[src/rtl/msx_ram_arbiter_if.sv]
// Bus bundle between the CPU slot decoder, the bulk loader, the arbiter and the memory port.
// slave = arbiter view, master = requesters plus memory view.
interface msx_ram_arbiter_if #(
  parameter int ADDR_W = 27
);
  logic              cpu_req;
  logic [ADDR_W-1:0] cpu_addr;
  logic [7:0]        cpu_din;
  logic              cpu_rnw;
  logic              cpu_bram;
  logic              cpu_ack;
  logic [7:0]        cpu_dout;
  logic              cpu_wait_n;

  logic              ld_req;
  logic [ADDR_W-1:0] ld_addr;
  logic [7:0]        ld_din;
  logic              ld_bram;
  logic              ld_ack;

  logic [ADDR_W-1:0] ram_addr;
  logic [7:0]        ram_din;
  logic              ram_rnw;
  logic              sdram_ce;
  logic              bram_ce;
  logic [7:0]        ram_dout;
  logic              sdram_ready;

  modport slave (
    input  cpu_req, cpu_addr, cpu_din, cpu_rnw, cpu_bram,
    output cpu_ack, cpu_dout, cpu_wait_n,
    input  ld_req, ld_addr, ld_din, ld_bram,
    output ld_ack,
    output ram_addr, ram_din, ram_rnw, sdram_ce, bram_ce,
    input  ram_dout, sdram_ready
  );

  modport master (
    output cpu_req, cpu_addr, cpu_din, cpu_rnw, cpu_bram,
    input  cpu_ack, cpu_dout, cpu_wait_n,
    output ld_req, ld_addr, ld_din, ld_bram,
    input  ld_ack,
    input  ram_addr, ram_din, ram_rnw, sdram_ce, bram_ce,
    output ram_dout, sdram_ready
  );
endinterface

[src/rtl/msx_ram_arbiter.sv]
// Memory port arbiter: CPU slot accesses vs. bulk loader, CPU first with a loader starvation bound.
// Optional SDRAM wait watchdog with sticky arb_timeout flag: define MSX_RAM_ARB_TIMEOUT_EN.
//
// state  | meaning
// IDLE   | sample requests, grant and latch the access
// ISSUE  | one-cycle bram_ce / sdram_ce strobe
// WAIT   | BRAM latency countdown or wait for sdram_ready
// DONE   | ack pulse to the owner, then back to IDLE
module msx_ram_arbiter #(
  parameter int ADDR_W     = 27,
  parameter int BRAM_LAT   = 1,
  parameter int STARVE_MAX = 8
) (
  input  logic clk21m,
  input  logic reset,
  msx_ram_arbiter_if.slave bus
`ifdef MSX_RAM_ARB_TIMEOUT_EN
  ,
  output logic arb_timeout
`endif
);

  typedef enum logic [1:0] {
    S_IDLE  = 2'd0,
    S_ISSUE = 2'd1,
    S_WAIT  = 2'd2,
    S_DONE  = 2'd3
  } state_t;

  state_t            r_state;
  logic              r_own_cpu;
  logic              r_tgt_bram;
  logic [2:0]        r_lat_cnt;
  logic [3:0]        r_starve;
  logic              r_cpu_ack;
  logic              r_ld_ack;
  logic              r_sdram_ce;
  logic              r_bram_ce;
  logic              r_ram_rnw;
  logic [ADDR_W-1:0] r_ram_addr;
  logic [7:0]        r_ram_din;
  logic [7:0]        r_cpu_dout;

  logic w_cpu_grant;
  logic w_wait_exit;
  logic w_timeout;

  assign w_cpu_grant = bus.cpu_req && (!bus.ld_req || (r_starve < 4'(STARVE_MAX)));
  assign w_wait_exit = r_tgt_bram ? (r_lat_cnt == 3'd1) : bus.sdram_ready;

`ifdef MSX_RAM_ARB_TIMEOUT_EN
  logic [7:0] r_wdog;
  logic       r_arb_timeout;
  // r_wdog counts completed WAIT cycles, so 254 marks the 255th one
  assign w_timeout   = !r_tgt_bram && !bus.sdram_ready && (r_wdog == 8'd254);
  assign arb_timeout = r_arb_timeout;
`else
  assign w_timeout = 1'b0;
`endif

  always_ff @(posedge clk21m or posedge reset) begin
    if (reset) begin
      r_state    <= S_IDLE;
      r_own_cpu  <= 1'b0;
      r_tgt_bram <= 1'b0;
      r_lat_cnt  <= 3'd0;
      r_starve   <= 4'd0;
      r_cpu_ack  <= 1'b0;
      r_ld_ack   <= 1'b0;
      r_sdram_ce <= 1'b0;
      r_bram_ce  <= 1'b0;
      r_ram_rnw  <= 1'b1;
      r_ram_addr <= '0;
      r_ram_din  <= 8'd0;
      r_cpu_dout <= 8'd0;
`ifdef MSX_RAM_ARB_TIMEOUT_EN
      r_wdog        <= 8'd0;
      r_arb_timeout <= 1'b0;
`endif
    end else begin
      r_cpu_ack  <= 1'b0;
      r_ld_ack   <= 1'b0;
      r_sdram_ce <= 1'b0;
      r_bram_ce  <= 1'b0;
      case (r_state)
        S_IDLE: begin
          if (w_cpu_grant) begin
            r_own_cpu  <= 1'b1;
            r_tgt_bram <= bus.cpu_bram;
            r_ram_addr <= bus.cpu_addr;
            r_ram_din  <= bus.cpu_din;
            r_ram_rnw  <= bus.cpu_rnw;
            r_bram_ce  <= bus.cpu_bram;
            r_sdram_ce <= !bus.cpu_bram;
            r_state    <= S_ISSUE;
            if (!bus.ld_req)
              r_starve <= 4'd0;
            else if (r_starve != 4'hF)
              r_starve <= r_starve + 4'd1;
          end else if (bus.ld_req) begin
            r_own_cpu  <= 1'b0;
            r_tgt_bram <= bus.ld_bram;
            r_ram_addr <= bus.ld_addr;
            r_ram_din  <= bus.ld_din;
            r_ram_rnw  <= 1'b0;
            r_bram_ce  <= bus.ld_bram;
            r_sdram_ce <= !bus.ld_bram;
            r_state    <= S_ISSUE;
            r_starve   <= 4'd0;
          end else begin
            r_starve <= 4'd0;
          end
        end
        S_ISSUE: begin
          r_lat_cnt <= 3'(BRAM_LAT);
`ifdef MSX_RAM_ARB_TIMEOUT_EN
          r_wdog <= 8'd0;
`endif
          r_state <= S_WAIT;
        end
        S_WAIT: begin
          if (w_wait_exit || w_timeout) begin
            if (r_own_cpu && r_ram_rnw)
              r_cpu_dout <= w_timeout ? 8'hFF : bus.ram_dout;
            if (r_own_cpu)
              r_cpu_ack <= 1'b1;
            else
              r_ld_ack <= 1'b1;
            // direction returns to read as the ack goes out, so DONE already shows rnw = 1
            r_ram_rnw <= 1'b1;
            r_state   <= S_DONE;
`ifdef MSX_RAM_ARB_TIMEOUT_EN
            if (w_timeout)
              r_arb_timeout <= 1'b1;
`endif
          end else begin
            if (r_tgt_bram)
              r_lat_cnt <= r_lat_cnt - 3'd1;
`ifdef MSX_RAM_ARB_TIMEOUT_EN
            else
              r_wdog <= r_wdog + 8'd1;
`endif
          end
        end
        S_DONE: begin
          r_state <= S_IDLE;
        end
        default: r_state <= S_IDLE;
      endcase
    end
  end

  assign bus.cpu_ack    = r_cpu_ack;
  assign bus.ld_ack     = r_ld_ack;
  assign bus.cpu_dout   = r_cpu_dout;
  assign bus.cpu_wait_n = ~bus.cpu_req | r_cpu_ack;
  assign bus.ram_addr   = r_ram_addr;
  assign bus.ram_din    = r_ram_din;
  assign bus.ram_rnw    = r_ram_rnw;
  assign bus.sdram_ce   = r_sdram_ce;
  assign bus.bram_ce    = r_bram_ce;

endmodule

[src/flat_wrapper.sv]
// flat-port wrapper written by rule: the top's interface ports become plain ports
module msx_ram_arbiter_flat 
#(
  parameter int ADDR_W     = 27,
  parameter int BRAM_LAT   = 1,
  parameter int STARVE_MAX = 8
)
  (clk21m, reset, bus_cpu_req, bus_cpu_addr, bus_cpu_din, bus_cpu_rnw, bus_cpu_bram, bus_cpu_ack, bus_cpu_dout, bus_cpu_wait_n, bus_ld_req, bus_ld_addr, bus_ld_din, bus_ld_bram, bus_ld_ack, bus_ram_addr, bus_ram_din, bus_ram_rnw, bus_sdram_ce, bus_bram_ce, bus_ram_dout, bus_sdram_ready);
  msx_ram_arbiter_if #(.ADDR_W(ADDR_W)) bus_i ();
  input  logic clk21m;
  input  logic reset;
  input wire logic [$bits(bus_i.cpu_req)-1:0] bus_cpu_req;
  input wire logic [$bits(bus_i.cpu_addr)-1:0] bus_cpu_addr;
  input wire logic [$bits(bus_i.cpu_din)-1:0] bus_cpu_din;
  input wire logic [$bits(bus_i.cpu_rnw)-1:0] bus_cpu_rnw;
  input wire logic [$bits(bus_i.cpu_bram)-1:0] bus_cpu_bram;
  output wire logic [$bits(bus_i.cpu_ack)-1:0] bus_cpu_ack;
  output wire logic [$bits(bus_i.cpu_dout)-1:0] bus_cpu_dout;
  output wire logic [$bits(bus_i.cpu_wait_n)-1:0] bus_cpu_wait_n;
  input wire logic [$bits(bus_i.ld_req)-1:0] bus_ld_req;
  input wire logic [$bits(bus_i.ld_addr)-1:0] bus_ld_addr;
  input wire logic [$bits(bus_i.ld_din)-1:0] bus_ld_din;
  input wire logic [$bits(bus_i.ld_bram)-1:0] bus_ld_bram;
  output wire logic [$bits(bus_i.ld_ack)-1:0] bus_ld_ack;
  output wire logic [$bits(bus_i.ram_addr)-1:0] bus_ram_addr;
  output wire logic [$bits(bus_i.ram_din)-1:0] bus_ram_din;
  output wire logic [$bits(bus_i.ram_rnw)-1:0] bus_ram_rnw;
  output wire logic [$bits(bus_i.sdram_ce)-1:0] bus_sdram_ce;
  output wire logic [$bits(bus_i.bram_ce)-1:0] bus_bram_ce;
  input wire logic [$bits(bus_i.ram_dout)-1:0] bus_ram_dout;
  input wire logic [$bits(bus_i.sdram_ready)-1:0] bus_sdram_ready;
  assign bus_i.cpu_req = bus_cpu_req;
  assign bus_i.cpu_addr = bus_cpu_addr;
  assign bus_i.cpu_din = bus_cpu_din;
  assign bus_i.cpu_rnw = bus_cpu_rnw;
  assign bus_i.cpu_bram = bus_cpu_bram;
  assign bus_cpu_ack = bus_i.cpu_ack;
  assign bus_cpu_dout = bus_i.cpu_dout;
  assign bus_cpu_wait_n = bus_i.cpu_wait_n;
  assign bus_i.ld_req = bus_ld_req;
  assign bus_i.ld_addr = bus_ld_addr;
  assign bus_i.ld_din = bus_ld_din;
  assign bus_i.ld_bram = bus_ld_bram;
  assign bus_ld_ack = bus_i.ld_ack;
  assign bus_ram_addr = bus_i.ram_addr;
  assign bus_ram_din = bus_i.ram_din;
  assign bus_ram_rnw = bus_i.ram_rnw;
  assign bus_sdram_ce = bus_i.sdram_ce;
  assign bus_bram_ce = bus_i.bram_ce;
  assign bus_i.ram_dout = bus_ram_dout;
  assign bus_i.sdram_ready = bus_sdram_ready;
  msx_ram_arbiter #(.ADDR_W(ADDR_W), .BRAM_LAT(BRAM_LAT), .STARVE_MAX(STARVE_MAX)) u_core (.clk21m(clk21m), .reset(reset), .bus(bus_i));
endmodule
[config.mk]
export PLATFORM = sky130hd
export DESIGN_NAME = msx_ram_arbiter_flat
export DESIGN_NICKNAME = d
export VERILOG_FILES = /design/src/rtl/msx_ram_arbiter_if.sv /design/src/rtl/msx_ram_arbiter.sv /design/src/flat_wrapper.sv
export SDC_FILE = /design/constraint.sdc
export NUM_CORES = 1
export LEC_CHECK = 0
export ABC_AREA = 1
export ABC_CLOCK_PERIOD_IN_PS = 4210
export BUFFER_PORTS_ARGS = -buffer_cell sky130_fd_sc_hd__buf_4
export CORE_ASPECT_RATIO = 0.8
export CORE_MARGIN = 2
export CORE_UTILIZATION = 45
export CTS_CLUSTER_DIAMETER = 50
export DETAILED_ROUTE_END_ITERATION = 8
export PLACE_DENSITY = 0.73
export SYNTH_ARGS = -nofsm -noshare
export SYNTH_HDL_FRONTEND = slang
export SYNTH_SLANG_ARGS = --single-unit
[constraint.sdc]
create_clock -name clk21m -period 4.21 [get_ports clk21m]
set_input_delay 1.263 -clock clk21m [delete_from_list [all_inputs] [get_ports clk21m]]
set_output_delay 1.263 -clock clk21m [all_outputs]
set_load 0.02 [all_outputs]
==> impl_metrics.tcl <==
set metrics [dict create \
    port_buffers 134 \
    synth_compound_area_share_pct 1.86 \
    numCtsBuffers 9 \
    synth.cells.most_frequent "254 x nand2_1, 58 x dfrtp_1, 15 x inv_1, 15 x nand3_1" \
    vias_per_cell 4.64 \
    r2r_slack_ps 1930 \
    grt_max_degree 40 \
    grt_pass1_wl_um 11800 \
    min_period_over_period_pct 70.0 \
    wl_met3_um 678 \
    clock-root-buffer "clkbuf_8" \
    fin_tns_setup_ps 0 \
    met2WireLength_um 3430 \
    clock_latency_ps 340 \
    synth_xor_area_share_pct 0.592 \
    slew_violations 0 \
    critical_path_class "input port to flop" \
    ctsResizeCount 0 \
    timing.rr.end "u_core.r_tgt_bram" \
    die_h_um 76.5 \
    synth_nets 483 \
    synth_top_family_by_area "simple AND/OR/NAND/NOR gates" \
    insertedDiodeCount 0 \
    synth_top_area_share_pct 49.1 \
    clk_path_buf_depth 2 \
    grt_pass1_vias 2623 \
    outcome "finished clean" \
    synth-async-reset-ratio_pct 100 \
    clkSinkCount 59 \
    ys.flop_type "dfrtp_1" \
    clk_pin_slew_worst_paths_ps 70 \
    fin_crit_ps 2950 \
    finalWeightedCongestion 0.811 \
    slowest_stage "a21oi_4" \
    hold_buffers 0 \
    rows 26 \
    core_area_um2 6380 \
    rsz0062_at_grt "no" \
    netlist_area_um2 2960 \
    postRouteAntennaNets 0 \
    drc_errors 0 \
    finalSetupViolations 0 \
    gr-total-overflow 0 \
    yosys-mux-area-fraction_pct 0 \
    dieArea_um2 7240 \
    arrival_ps 3180 \
    dr.pass1.iters 4 \
    hold_path_startpoint "u_core.bus.ram_addr[21]" \
    wirelength_um 7370 \
    drv_cap 0 \
    synth_area_leaders "dfrtp_1 49%, nand2_1 32%, buf_6 2.7%, nand3_1 2.5%, ha_1 2.1%" \
    synth.avg_cell_area_um2 7.55 \
    initial_core_util_pct 46.4 \
    post-synth-top-count-cell "nand2_1" \
    critPathLaunchType "input port" \
    syn2layout_area_growth_pct 39.2 \
    synth_simple_gate_area_share_pct 37.5 \
    synth_adder_area_share_pct 2.12 \
    cpPeakStageDelay_ps 610 \
    fin_skew_ps 5.79 \
    min_to "u_core.bus.ram_addr[21]" \
    powerDensity_nw_per_um2 663 \
    vias 2852 \
    wl_met1_um 3160 \
    critPathMaxFanout 39 \
    wl_per_cell_um 12.0 \
    synth-seq-cells 59 \
    hold_viol 0 \
    cp_num_buf_inv 2 \
    peakVddDrop_v 0.000361 \
    min_delay_path_depth 2 \
    io_pins 135 \
    max_slew.worst_pin.slew_ps 742 \
    cp_top_family "simple AND/OR/NAND/NOR gates" \
    dpl.hpwl_um 5540 \
    ys_types 20 \
    fmax_mhz 339 \
    yosys.area.top_type "dfrtp_1" \
    syn_inst 392 \
    cp-end-kind "flop" \
    yosysWarnings 0 \
    hold_class "flop to flop" \
    die_x_um 94.6 \
    p_leak_nw 2.43 \
    final_util_pct 64.6 \
    drt-initial-drc-count 123 \
    required_ps 4440 \
    reg2reg_depth 6 \
    slew_headroom_pct 50.4 \
    highest_layer "met4" \
    cts_tree "yes" \
    final_nets 616 \
    grt.total_usage_pct 20.9 \
    drive_gt1_share_pct 30.6 \
    htree_levels 3 \
    postCtsSetupBuffers 0 \
    timing.rr.start "u_core.r_starve[3]" \
    synth.yosys.seq_area_share_pct 50.0 \
    finalPower_mw 2.73 \
    grt_antenna_before_repair 0 \
    synth-edff-count 0 \
    worstPathCellList "buf_4 -> nand2_2 -> nand2_2 -> a21oi_4 -> inv_2 -> nor2_1 -> nor2_1" \
]
[worst max path at each step]
stage,start,end,slack (ps),cells past startpoint
after CTS,bus_ld_req,u_core.r_tgt_bram,1250,7
after floorplan,reset,u_core.bus.bram_ce,1490,1
after global placement,bus_ld_req,u_core.r_tgt_bram,940,7
final,bus_ld_req,u_core.r_tgt_bram,1260,7
after global routing,bus_ld_req,u_core.r_tgt_bram,1050,7
after detailed placement,bus_ld_req,u_core.r_tgt_bram,870,7
[layout make-up]
| class | instances | area, um^2 |
|---|---|---|
| timing repair buffer | 136 | 1020 |
| clock inverter | 5 | 52.6 |
| sequential | 59 | 1480 |
| fill | 590 | 2260 |
| tap | 84 | 105 |
| inverter | 18 | 67.6 |
| multi-input combinational | 301 | 1250 |
| clock buffer | 11 | 141 |
[report_power, final]
part | switching [mW] | internal [mW] | leakage, nW
sequential | 0.148 | 0.817 | 0.742
clock | 0.217 | 0.286 | 0.0991
combinational | 0.763 | 0.497 | 1.59
total | 1.13 | 1.60 | 2.43
[worst min-delay path, cell delays in order (launching register included)]
cell and delay (ps):
dfrtp_1 340, nand2_1 50, nand2_1 50
[through the flow]
step,std cells,hold slack (ps),setup slack (ps),area (um^2)
after floorplan,392,423,1490,2960
after global placement,598,455,936,3920
after detailed placement,598,456,872,3920
after CTS,614,476,1250,4120
after global routing,614,491,1050,4120
final,614,473,1260,4120
[per-layer routing]
layer	vias up	track usage, %
li1	1457	-
met3	11	7.72
met4	0	6.38
met5	-	0
met1	1282	25.6
met2	102	34.2
[kinds of logic (layout without fill, tap and decap cells)]
family,count (synthesis),after routing
and+or+nand+nor,284,284
AOI/OAI and AO/OA,10,10
xor gates and xnor gates,2,2
adders and majority gates,5,5
DFF,59,59
buffers and inverters,32,170
[registers in the layout (all words and copies together) (netlist names)]
name and cells:
u_core.r_own_cpu 1, u_core.r_tgt_bram 1, u_core.r_lat_cnt 3, u_core.bus.ram_rnw 1, u_core.bus.ld_ack 1, u_core.bus.cpu_ack 1
u_core.r_state 2, u_core.bus.cpu_dout 8, u_core.r_starve 4, u_core.bus.sdram_ce 1, u_core.bus.ram_din 8, u_core.bus.ram_addr 27
u_core.bus.bram_ce 1
[cell usage in the layout, fill, tap and decap left out]
cell / Yosys / routed
nand2_1: 254 / 254
buf_4: 0 / 136
dfrtp_1: 58 / 58
nand3_1: 15 / 15
inv_1: 15 / 14
clkbuf_8: 1 / 10
nor2_1: 7 / 7
ha_1: 5 / 5
o21ai_0: 4 / 4
nand2_2: 4 / 4
inv_2: 3 / 4
a21oi_1: 4 / 4
nand4_1: 3 / 3
clkinv_2: 0 / 3
xor2_1: 2 / 2
a21oi_4: 0 / 1
o22ai_1: 1 / 1
nor2_4: 1 / 1
clkinvlp_4: 0 / 1
bufinv_16: 0 / 1
clkbuf_1: 0 / 1
dfstp_2: 1 / 1
No activity file was read; power rests on OpenSTA's default activity.
